**src/rtl/adder_result_buffer_pkg.sv**
```systemverilog
// Shared definitions for the adder result buffer: the default adder width and
// the layout of a packed {cout, overflow, sum} result entry.
package adder_result_buffer_pkg;

    localparam int unsigned ADDER_N  = 32;
    localparam int unsigned RESULT_W = ADDER_N + 2;

    // Flag positions are offsets above the sum field, so they stay valid for any N.
    localparam int unsigned OVF_OFS  = 0;
    localparam int unsigned COUT_OFS = 1;

    function automatic int unsigned result_w(input int unsigned n);
        return n + 2;
    endfunction

endpackage

```
**src/rtl/adder_result_buffer_fifo.sv**
```systemverilog
// result_fifo2: generic 2-entry valid/ready FIFO with 1-bit wrapping pointers.
// Storage is written only on push and is never cleared on pop.
module result_fifo2
    import adder_result_buffer_pkg::*;
#(
    parameter int unsigned W     = RESULT_W,
    parameter int unsigned DEPTH = 2
) (
    input  logic         clk,
    input  logic         rst_n,
    input  logic         in_valid,
    output logic         in_ready,
    input  logic [W-1:0] in_data,
    output logic         out_valid,
    input  logic         out_ready,
    output logic [W-1:0] out_data
);

    if (DEPTH != 2) begin : g_depth_check
        $fatal(1, "result_fifo2 supports DEPTH == 2 only");
    end

    logic [W-1:0] mem [2];
    logic         rd_ptr;
    logic         wr_ptr;
    logic [1:0]   count;
    logic         push;
    logic         pop;

    // in_ready comes only from the registered count, never from out_ready.
    assign in_ready  = (count < 2'd2);
    assign out_valid = (count != 2'd0);
    assign out_data  = mem[rd_ptr];
    assign push      = in_valid & in_ready;
    assign pop       = out_valid & out_ready;

    always_ff @(posedge clk or negedge rst_n) begin
        if (!rst_n) begin
            count  <= 2'd0;
            rd_ptr <= 1'b0;
            wr_ptr <= 1'b0;
            for (int unsigned i = 0; i < 2; i++) begin
                mem[i] <= '0;
            end
        end else begin
            if (push) begin
                mem[wr_ptr] <= in_data;
                wr_ptr      <= ~wr_ptr;
            end
            if (pop) begin
                rd_ptr <= ~rd_ptr;
            end
            case ({push, pop})
                2'b10:   count <= count + 2'd1;
                2'b01:   count <= count - 2'd1;
                default: count <= count;
            endcase
        end
    end

endmodule

```
**src/rtl/adder_result_buffer.sv**
```systemverilog
// Registered capture of adder {sum, cout, overflow} behind a 2-entry valid/ready
// buffer. Overflow statistics are built only with ADDER_RESULT_BUFFER_STATS_EN.
module adder_result_buffer
    import adder_result_buffer_pkg::*;
#(
    parameter int unsigned N     = ADDER_N,
    parameter int unsigned DEPTH = 2,
    parameter int unsigned CNT_W = 16
) (
    input  logic             clk,
    input  logic             rst_n,
    input  logic             in_valid,
    output logic             in_ready,
    input  logic [N-1:0]     in_sum,
    input  logic             in_cout,
    input  logic             in_overflow,
    output logic             out_valid,
    input  logic             out_ready,
    output logic [N-1:0]     out_sum,
    output logic             out_cout,
    output logic             out_overflow,
    input  logic             stat_clr,
    output logic [CNT_W-1:0] ovf_count,
    output logic             ovf_sticky
);

    localparam int unsigned W = result_w(N);

    if ((N < 4) || ((N % 4) != 0)) begin : g_width_check
        $fatal(1, "adder_result_buffer: N must be >= 4 and a multiple of 4");
    end

    logic [W-1:0] in_data;
    logic [W-1:0] out_data;

    assign in_data = {in_cout, in_overflow, in_sum};

    result_fifo2 #(
        .W     (W),
        .DEPTH (DEPTH)
    ) u_fifo (
        .clk       (clk),
        .rst_n     (rst_n),
        .in_valid  (in_valid),
        .in_ready  (in_ready),
        .in_data   (in_data),
        .out_valid (out_valid),
        .out_ready (out_ready),
        .out_data  (out_data)
    );

    assign out_sum      = out_data[N-1:0];
    assign out_overflow = out_data[N + OVF_OFS];
    assign out_cout     = out_data[N + COUT_OFS];

`ifdef ADDER_RESULT_BUFFER_STATS_EN
    logic push;
    assign push = in_valid & in_ready;

    // stat_clr wins over a same-cycle overflow push.
    always_ff @(posedge clk or negedge rst_n) begin
        if (!rst_n) begin
            ovf_count  <= '0;
            ovf_sticky <= 1'b0;
        end else if (stat_clr) begin
            ovf_count  <= '0;
            ovf_sticky <= 1'b0;
        end else if (push && in_overflow) begin
            if (ovf_count != '1) begin
                ovf_count <= ovf_count + CNT_W'(1);
            end
            ovf_sticky <= 1'b1;
        end
    end
`else
    logic unused_stat_clr;
    assign unused_stat_clr = stat_clr;
    assign ovf_count       = '0;
    assign ovf_sticky      = 1'b0;
`endif

endmodule

```
**config.mk**
```make
export PLATFORM = sky130hd
export DESIGN_NAME = adder_result_buffer
export DESIGN_NICKNAME = d
export VERILOG_FILES = /design/src/rtl/adder_result_buffer_pkg.sv /design/src/rtl/adder_result_buffer_fifo.sv /design/src/rtl/adder_result_buffer.sv
export SDC_FILE = /design/constraint.sdc
export NUM_CORES = 1
export LEC_CHECK = 0
export CELL_PAD_IN_SITES_DETAIL_PLACEMENT = 0
export CELL_PAD_IN_SITES_GLOBAL_PLACEMENT = 1
export CORE_UTILIZATION = 41
export CTS_CLUSTER_DIAMETER = 60
export DETAILED_ROUTE_END_ITERATION = 8
export PLACE_DENSITY_LB_ADDON = 0.1
export SKIP_LAST_GASP = 1
export SLEW_MARGIN = 20
export SYNTH_ARGS = -nofsm -noshare
export SYNTH_HDL_FRONTEND = slang
export SYNTH_SLANG_ARGS = --single-unit
```
**constraint.sdc**
```tcl
create_clock -name clk -period 3.9 [get_ports clk]
set_clock_uncertainty 0.15 [all_clocks]
set_input_delay 0.78 -clock clk [delete_from_list [all_inputs] [get_ports clk]]
set_output_delay 0.78 -clock clk [all_outputs]
set_load 0.02 [all_outputs]
```
* Yosys cells after proc, flatten, opt, wreduce, memory -nomap -nowiden
Index checks and enable logic that the tools add are counted.
** Word-level totals
- Bits in registers :: 72
- Bits in latches :: 0
- RAM bits :: 0
- Memory bits (read-only) :: 0
- Bits of input ports :: 39
- Output and inout port bits :: 53
- Logic and storage cells :: 29
- Memories kept :: 0
** Operators by class
- $add $sub $neg :: 2
- Multiply operators :: 0
- Div/mod/pow operators :: 0
- $lt $le $gt $ge :: 4
- Equal/unequal tests :: 2
- Shift operators :: 0
- Mux-type cells :: 7
- Bitwise gates (word level) :: 6
- Reductions and logical operators :: 3
** Operators with widths (number)
- 34-bit 2-to-1 mux :: 4
- 68-bit bitwise mux :: 1
- 34-bit demux with 1-bit select :: 1
- 2-bit >= comparator (second input constant) :: 2
- 1-bit NOT with 2-bit output :: 2
- 2-bit case mux with 2 select lines :: 1
- 2-bit nonzero test :: 2
- 2-bit by 1-bit adder with 2-bit output (second input constant) :: 1
- 1-bit AND :: 2
- 2-bit by 1-bit == test with 1-bit output (second input constant) :: 1
- 2-bit == test (second input constant) :: 1
- 2-bit by 1-bit less-than comparator with 1-bit output (second input constant) :: 1
- 2-bit less-than comparator (second input constant) :: 1
- 1-bit NOT :: 2
- 2-bit by 1-bit subtractor with 2-bit output (second input constant) :: 1
- 1-bit logical AND :: 1

* Longest topological paths before layout
Gate-level depths: netlist of run 1.
- Depth after elaboration :: 6
- Depth in mapped cells :: 6
- Mapped depth without buffers :: 6

* By module
Synthesis of run 1 repeated with hierarchy kept, for this count alone.
** Second synthesis, totals
- Cell total of the unflattened synthesis :: 215
- Area total of the unflattened synthesis :: 3243.1 um^2
** By module, submodules not included
- result_fifo2 :: instances 1, cells each 197, area each 3111.7 um^2, sequential area each 1801.7 um^2
- adder_result_buffer :: instances 1, cells each 18, area each 131.4 um^2, sequential area each 0.0 um^2

* Least setup slack after synthesis of run 1
OpenSTA, ideal clock, no wires.
- Path kind :: flip-flop to output port
- Start point :: register u_fifo.rd_ptr
- End point :: output port out_sum[15]
- Arrival time :: 1.086 ns
- Data required time :: 2.970 ns
- Setup slack :: 1.884 ns
- Stages on the path, launching flop included :: 4
- Path buffers :: 2
- Cell sequence :: dfrtp_1 -> buf_2 -> buf_2 -> mux2_2
** On the way
- Cells in the longest elaborated chain, start to end :: 4
** Ends and longest elaborated chain
- start, declared :: line adder_result_buffer_fifo.sv:24 : logic rd_ptr;
- start signal, assigned :: line adder_result_buffer_fifo.sv:51 : rd_ptr <= ~rd_ptr;
- 1-bit NOT with 2-bit output (implied by the code) :: line adder_result_buffer_fifo.sv:33 : assign out_data = mem[rd_ptr];
- 34-bit 2-to-1 mux (implied by the code) (3 in series) :: line adder_result_buffer_fifo.sv:33
- end, declared :: line adder_result_buffer.sv:19 : output logic [N-1:0] out_sum,
No other way between the ends. The select of a mux whose other input is x is not followed.

* Final worst setup path of run 1
- Start point :: register u_fifo.rd_ptr
- End point :: output port out_sum[30]
The elaborated chain is that of the path after synthesis.

==> results of run 1 <==
[power by group]
part	switching, mW	internal [mW]
sequential	0.175	1.13
clock	0.259	0.306
combinational	0.859	1.10
total	1.29	2.54
[layout by cell type (no fill, tap or decap), drive strengths merged, types with 2 or more instances in the layout]
cell type / Yosys / routed
xnor2: 4 / 4
nor2: 2 / 2
dfrtp: 72 / 72
clkbuf: 0 / 11
conb: 1 / 17
mux2: 102 / 102
clkinv: 0 / 3
clkdlybuf4s50: 0 / 72
buf: 27 / 5
[area by class of cell]
cell class	count	area [sq um]	area share, %
Clock buffer	11	141	3.37
Clock inverter	4	45.0	1.07
Inverter	1	3.75	0.0896
Multi-Input combinational cell	131	1310	31.3
Sequential cell	72	1800	43.0
Tap cell	102	128	3.05
Timing Repair Buffer	77	758	18.1
[registers in the layout, indices dropped and copies added, names as in the netlist]
name / count
u_fifo.rd_ptr: 1
u_fifo.count: 2
u_fifo.mem: 68
u_fifo.wr_ptr: 1
[routing by layer]
layer,GRT usage (%),wire length (microns),vias to the layer above
met5,0,0,-
met3,5.78,378,8
met1,20.1,2760,928
li1,-,-,864
met2,22.9,2570,56
met4,6.35,92,0
[per-stage QoR]
step,instances,setup WS [ns],utilization [%]
after floorplan,231,1.88,-
after global placement,383,1.18,52.1
after detailed placement,383,1.14,52.1
after CTS,398,0.991,54.5
after global routing,398,0.955,54.5
final,398,1.04,54.5
[kinds of logic after synthesis]
kind of cell | after synthesis | share of synthesized area [%]
fa+ha+maj | 1 | 0.386
other cells | 1 | 0.116
buf+inv | 28 | 5.83
flops | 72 | 55.6
simple gates | 6 | 1.35
xor+xnor | 5 | 1.35
mux | 102 | 35.4
[worst paths after layout]
path / depth (start not counted) / endpoint / slack, ns / startpoint
max: 3 / out_sum[30] / 1.04 / u_fifo.rd_ptr
min: 1 / u_fifo.mem[6] / 0.34 / u_fifo.mem[6]
max reg2reg: 4 / u_fifo.mem[52] / 2.01 / u_fifo.count[1]
min reg2reg: 1 / u_fifo.mem[6] / 0.34 / u_fifo.mem[6]
max in group asynchronous: 1 / u_fifo.count[1] / 2.59 / rst_n
min in group asynchronous: 1 / u_fifo.mem[19] / 0.41 / rst_n
[worst reg2reg max path, delay by kind of cell (launching register included)]
kind | cells | cell delay, ns
buf+inv | 1 | 0.43
simple gates | 2 | 0.42
mux | 1 | 0.40
flops | 1 | 0.38
==> impl_results.md, run 1 <==
- Row count: 32
- Placer Congestion: 0.648
- Final min period: 2.86 ns
- Tightest Pin Transition: 0.904 ns
- CP cell instances: buf_4 > mux2_2 > clkdlybuf4s50_1
- Setup Viol. Count Final: 0
- Port Buffers: 73
- Max-slew violations: 0
- Final instance area: 4190 sq um
- Crit start category: flip-flop
- Hold Crit Class: flip-flop to flip-flop
- Sink Count: 72
- Die Wd: 90.9 microns
- Final Hold Vio Count: 0
- Die area: 8270 sq um
- Hold_buf cts: 0
- Layout cells sized above 1: 31.8%
- Setup Buffers After CTS: 0
- Data arrival, critical path: 1.93 ns
- Avg Cell Area, Syn: 15.1 sq um
- Number of global-route vias before repair: 1,975
- DR iter-0 viols: 39
- I/O pin count: 92
- Worst path required time: 2.97 ns
- Dominant cell type by area after synthesis: dfrtp_1
- Setup CP Type: flip-flop to primary output
- Max H-tree Level: 3
- Vias: 1,856
- Initial Util: 42.2%
- Fin Setup TNS: 0 ns
- Static Leakage: 1.76 nW
- Ant diodes: 0
- Reg clk slew, reported paths: 0.07 ns
- Resized cells post-CTS: 0
- Vias/cell: 4.66
- Worst Setup End Kind: primary output
- RSZ-0062 raised after global routing: no
- Tcrit/Tclk final: 73.2%
- Synth async-reset ratio: 100%
- Slowest stage cell, crit path: clkdlybuf4s50_1
- Top FF cell, synth: dfrtp_1
- Sequential fraction of the synthesis area: 55.6%
- Clk_lat worst skew: 0.33 ns
- Gr usage total: 15.3%
- Clk buf depth: 2
- Maximum number of pins on one net before global-route repair: 73
- Status: completed
- Critical path's largest stage delay: 0.56 ns
- Final net count: 332
- First-pass GRT wire length: 9.72 mm
- Synthesis Warnings: 0
- Root buf cell: clkbuf_8
- FMAX: 350 MHz
- Fill cells: 671
- Drt pass-1 iters: 6
- Distinct cells, synth: 16
- Placed Area: 4000 sq um
- Buf/Inv on CP: 2
- Post-route ant nets: 0
- Number of CTS-inserted buffers: 9
- Antenna violations before repair: 0
- Synthesized area: 3240 sq um
- Final wirelength: 5.80 mm
- Core area: 7690 sq um
- Post-synth EDFFs: 0
- Synthesis-to-layout area growth: 29.2%
- Power per cell area: 915 nW/um^2
- Drt drc: 0
- Grt ovf: 0
- CTS tree: built
- Syn Inst Count: 215
- Worst Path Max Fanout: 21
- Slew HR: 39.7%
- Max Cap Viol: 0
- Maximum VDD drop: 0.431 mV
- Chip height: 90.9 microns
- Top area cells in the synthesized netlist: dfrtp_1 56%, mux2_2 25%, mux2_1 10%, buf_4 4.6%, buf_2 1.1%
- Top post-synthesis cells by count: 72 x dfrtp_1, 72 x mux2_2, 30 x mux2_1
- Flip-flop and latch count after synthesis: 72
- WL/cell: 14.6 microns
- Total chip power: 3.83 mW
- CP top delay family: buffers and inverters
- Yosys top cell area share: 55.6%
- Worst hold margin: 0.339 ns
(Power assumes the default switching activity.)
==> run 2, diff against run 1 <==
CORE_UTILIZATION = 38   (was 41)
clock period = 2.8 ns   (was 3.9 ns; I/O delays follow)
==> impl_results.md, run 2 (synthesis results as in run 1) <==
- Status: completed
- FMAX: 382 MHz
- Drt drc: 0
- Die Wd: 94.4 microns
- RSZ-0062 raised after global routing: no
- First-pass GRT wire length: 9.82 mm
- NetSw: 1.82 mW
- Clk_lat worst skew: 0.33 ns
- Tightest Pin Transition: 0.506 ns
- Row count: 33
- Hold_buf cts: 0
- Clk buf depth: 2
- Seq pwr share: 32.8%
- Synthesis-to-layout area growth: 32.6%
- Placer Congestion: 0.665
- Worst path required time: 2.09 ns
- Top reg by flops: u_fifo.mem
- Die area: 8910 sq um
- Final worst setup slack: 0.182 ns
- Setup Buffers After CTS: 0
- Data arrival, critical path: 1.91 ns
- Metal3 WL: 325 microns
- Vias/cell: 4.62
- Routed wl met2: 2.73 mm
- Final wirelength: 5.94 mm
- Fill cells: 753
- Max FFs per register: 68
- Highest Signal Layer: met4
- Reg clk slew, reported paths: 0.07 ns
- Final net count: 337
- Commonest cells after routing, fill and taps aside: 72 x mux2_2, 72 x clkdlybuf4s50_1, 71 x dfrtp_1
- Tcrit/Tclk final: 93.5%
- Max H-tree Level: 3
- I/O pin count: 92
- Clock power share: 18.2%
- Final Hold Vio Count: 0
- Area of the multi-input gates: 1310 sq um
- Setup WS pre-CTS: 0.468 ns
- Slew HR: 66.3%
- DR iter-0 viols: 25
- Root buf cell: clkbuf_8
- Hold Crit Class: input pin to async pin
- Max Cap Viol: 0
- Slowest stage cell, crit path: clkdlybuf4s50_1
- Logic pwr share: 49.0%
- Worst Path Max Fanout: 19
- Layout cells sized above 1: 33.8%
- Maximum number of pins on one net before global-route repair: 41
- Max-slew violations: 0
- Power per cell area: 1300 nW/um^2
- Post-route ant nets: 0
- Met1 WL: 2.79 mm
- Crit start category: flip-flop
- Chip height: 94.4 microns
- Switching portion of total power: 32.6%
- Register area: 1800 sq um
- Critical path's largest stage delay: 0.55 ns
- Final min period: 2.62 ns
- WL/cell: 14.6 microns
- Worst Setup End Kind: primary output
- Ant diodes: 0
- Port Buffers: 73
- Static Leakage: 1.81 nW
- Setup CP Type: flip-flop to primary output
- Vias: 1,882
- Resized cells post-CTS: 0
- Fin Setup TNS: 0 ns
- Setup Viol. Count Final: 0
- Antenna violations before repair: 0
- Sink Count: 72
- Hpwl dp: 3.93 mm
- Internal power: 3.76 mW
- Number of global-route vias before repair: 1,990
- Grt ovf: 0
- Drt pass-1 iters: 4
- Initial Util: 39.3%
- CTS tree: built
- Top Registers: u_fifo.mem (68), u_fifo.count (2)
- Maximum VDD drop: 0.497 mV
- CP cell instances: buf_4 > mux2_2 > clkdlybuf4s50_1
- Core area: 8260 sq um
- Gr usage total: 14.8%
- Number of CTS-inserted buffers: 9
[run 2: changes by cell type in the layout (fill, tap and decap cells not counted), sizes merged]
cell,delta
clkinv,-2
clkinvlp,+1
buf,+5
bufinv,+2
[run 2: final timing paths]
kind | from | endpoint | slack (ns) | depth (start not counted)
setup reg to reg | u_fifo.count[0] | u_fifo.count[1] | 1.08 | 5
hold / removal | rst_n | u_fifo.mem[24] | 0.04 | 1
max in group asynchronous | rst_n | u_fifo.mem[55] | 1.88 | 2
min in group clk | u_fifo.mem[24] | u_fifo.mem[24] | 0.34 | 1
setup / recovery | u_fifo.rd_ptr | out_sum[18] | 0.18 | 3
hold reg to reg | u_fifo.mem[24] | u_fifo.mem[24] | 0.34 | 1
[run 2: layout make-up]
class	instances	area share, %
clock inverter	5	2.39
timing repair buffer	82	18.5
inverter	1	0.0873
clock buffer	11	3.52
sequential	72	41.9
multi-input combinational	131	30.5
tap	105	3.05
[run 2: metrics by stage]
stage	hold WS, ns	utilization, %	cell area (sq um)	std cells	power, mW
final	0.0410	52.1	4300	407	5.58
after global routing	0.0708	52.1	4300	407	5.94
after CTS	0.0445	52.1	4300	407	5.68
after detailed placement	0.325	49.0	4050	391	4.63
after global placement	0.317	49.0	4050	391	4.59
after floorplan	0.114	-	3300	231	3.57
[run 2: routing by layer]
metal / track usage [%] / vias up
met4: 7.69 / 0
met3: 4.03 / 8
li1: - / 878
met1: 19.3 / 946
met2: 22.5 / 50
met5: 0 / -
[run 2: critical path: cells and delay by family (launching register included)]
family   cells  cell delay [ns]
buf+inv      2             0.84
flops        1             0.36
mux          1             0.37
[run 2: power groups by stage]
stage / registers [mW] / clock network (mW) / logic (mW)
final: 1.83 / 1.02 / 2.74
after global placement: 1.83 / 0 / 2.76
after CTS: 1.83 / 1.06 / 2.79
after global routing: 1.91 / 1.10 / 2.93
after floorplan: 1.77 / 0 / 1.80
after detailed placement: 1.85 / 0 / 2.78
==> run 3, diff against run 2 <==
CAP_MARGIN = 10   (was unset)
CORE_MARGIN = 1.5   (was unset)
==> impl_results.md, run 3 (synthesis results as in run 1) <==
- Final wirelength: 6.03 mm
- Initial Util: 39.3%
- CP top delay family: buffers and inverters
- Worst Path Max Fanout: 22
- Setup CP Type: flip-flop to primary output
- Crit start category: flip-flop
- Port Buffers: 73
- Clk buf depth: 2
- Maximum number of pins on one net before global-route repair: 73
- Final worst setup slack: 0.150 ns
- Core area: 8260 sq um
- Slowest stage cell, crit path: clkdlybuf4s50_1
- Number of CTS-inserted buffers: 9
- Placer Congestion: 0.631
- Fin Setup TNS: 0 ns
- Total chip power: 5.39 mW
- Setup Viol. Count Final: 0
- Ant diodes: 0
- Layout cells sized above 1: 33.0%
- Number of global-route vias before repair: 1,993
- Clk_lat worst skew: 0.34 ns
- Final net count: 335
- Max H-tree Level: 3
- Root buf cell: clkbuf_8
- CP cell instances: buf_4 > mux2_2 > clkdlybuf4s50_1
- Drt pass-1 iters: 4
- Fill cells: 743
- Register area: 1800 sq um
- Setup Buffers After CTS: 0
- Status: completed
- Reg clk slew, reported paths: 0.08 ns
- I/O pin count: 92
- Vias: 1,864
- Data arrival, critical path: 1.94 ns
- Die area: 9100 sq um
- Row count: 33
- Setup WS pre-CTS: 0.499 ns
- Antenna violations before repair: 0
- CTS tree: built
- Drt drc: 0
- Die Wd: 95.4 microns
- Synthesis-to-layout area growth: 30.6%
- Max FFs per register: 68
- Top Registers: u_fifo.mem (68), u_fifo.count (2)
- Max Cap Viol: 0
- Static Leakage: 1.79 nW
- RSZ-0062 raised after global routing: no
- Chip height: 95.4 microns
- Power per cell area: 1270 nW/um^2
- Buf/Inv on CP: 2
- Hpwl dp: 3.92 mm
- DR iter-0 viols: 24
- WL/cell: 14.9 microns
- Top reg by flops: u_fifo.mem
- Resized cells post-CTS: 0
- Gr usage total: 14.5%
- Hold_buf cts: 0
- Tcrit/Tclk final: 94.7%
- First-pass GRT wire length: 9.90 mm
- Vias/cell: 4.60
- Area of the multi-input gates: 1310 sq um
- FMAX: 377 MHz
- Grt ovf: 0
- Maximum VDD drop: 0.605 mV
- Sink Count: 72
- Max-slew violations: 0
- Worst path required time: 2.09 ns
- Final min period: 2.65 ns
- Hold Crit Class: input pin to async pin
- Critical path's largest stage delay: 0.56 ns
- Final Hold Vio Count: 0
- Commonest cells after routing, fill and taps aside: 72 x mux2_2, 72 x clkdlybuf4s50_1, 72 x dfrtp_1
- Post-route ant nets: 0
- Worst Setup End Kind: primary output
==> run 3: per-stage QoR <==
| step | cell area [sq um] | util [%] | std cells | hold WS (ns) |
|---|---|---|---|---|
| after detailed placement | 4040 | 48.9 | 389 | 0.327 |
| after global routing | 4240 | 51.3 | 405 | 0.110 |
| after CTS | 4240 | 51.3 | 405 | 0.0972 |
| after global placement | 4040 | 48.9 | 389 | 0.317 |
| final | 4240 | 51.3 | 405 | 0.0636 |
| after floorplan | 3300 | - | 231 | 0.114 |
==> run 3: metal layers <==
| layer | GRT usage (%) | vias up | wire (microns) |
|---|---|---|---|
| li1 | - | 880 | - |
| met1 | 20.1 | 918 | 2850 |
| met2 | 20.8 | 57 | 2700 |
| met3 | 3.83 | 9 | 375 |
| met4 | 7.72 | 0 | 99 |
| met5 | 0 | - | 0 |
==> run 3: final timing paths <==
check | start | endpoint | slack [ns] | depth (start not counted)
worst min register to register | u_fifo.mem[2] | u_fifo.mem[2] | 0.34 | 1
max in group asynchronous | rst_n | u_fifo.mem[35] | 2.09 | 2
worst min-delay path | rst_n | u_fifo.mem[24] | 0.06 | 2
worst max-delay path | u_fifo.rd_ptr | out_sum[11] | 0.15 | 3
min in group clk | u_fifo.mem[2] | u_fifo.mem[2] | 0.34 | 1
worst max register to register | u_fifo.count[0] | u_fifo.count[1] | 1.08 | 5
==> run 3: area by class of cell <==
type	count	area share, %
repair buffers	80	18.7
multi-input cells	131	31.0
flip-flops and latches	72	42.5
clock inverters	6	1.39
clock buffers	10	3.25
well taps	105	3.10
inverters	1	0.0886
==> run 3: where the power goes <==
group | leakage, nW | switching (mW) | internal, mW
Combinational | 0.828 | 1.21 | 1.55
Sequential | 0.852 | 0.248 | 1.58
Clock | 0.106 | 0.380 | 0.431
Total | 1.79 | 1.83 | 3.56
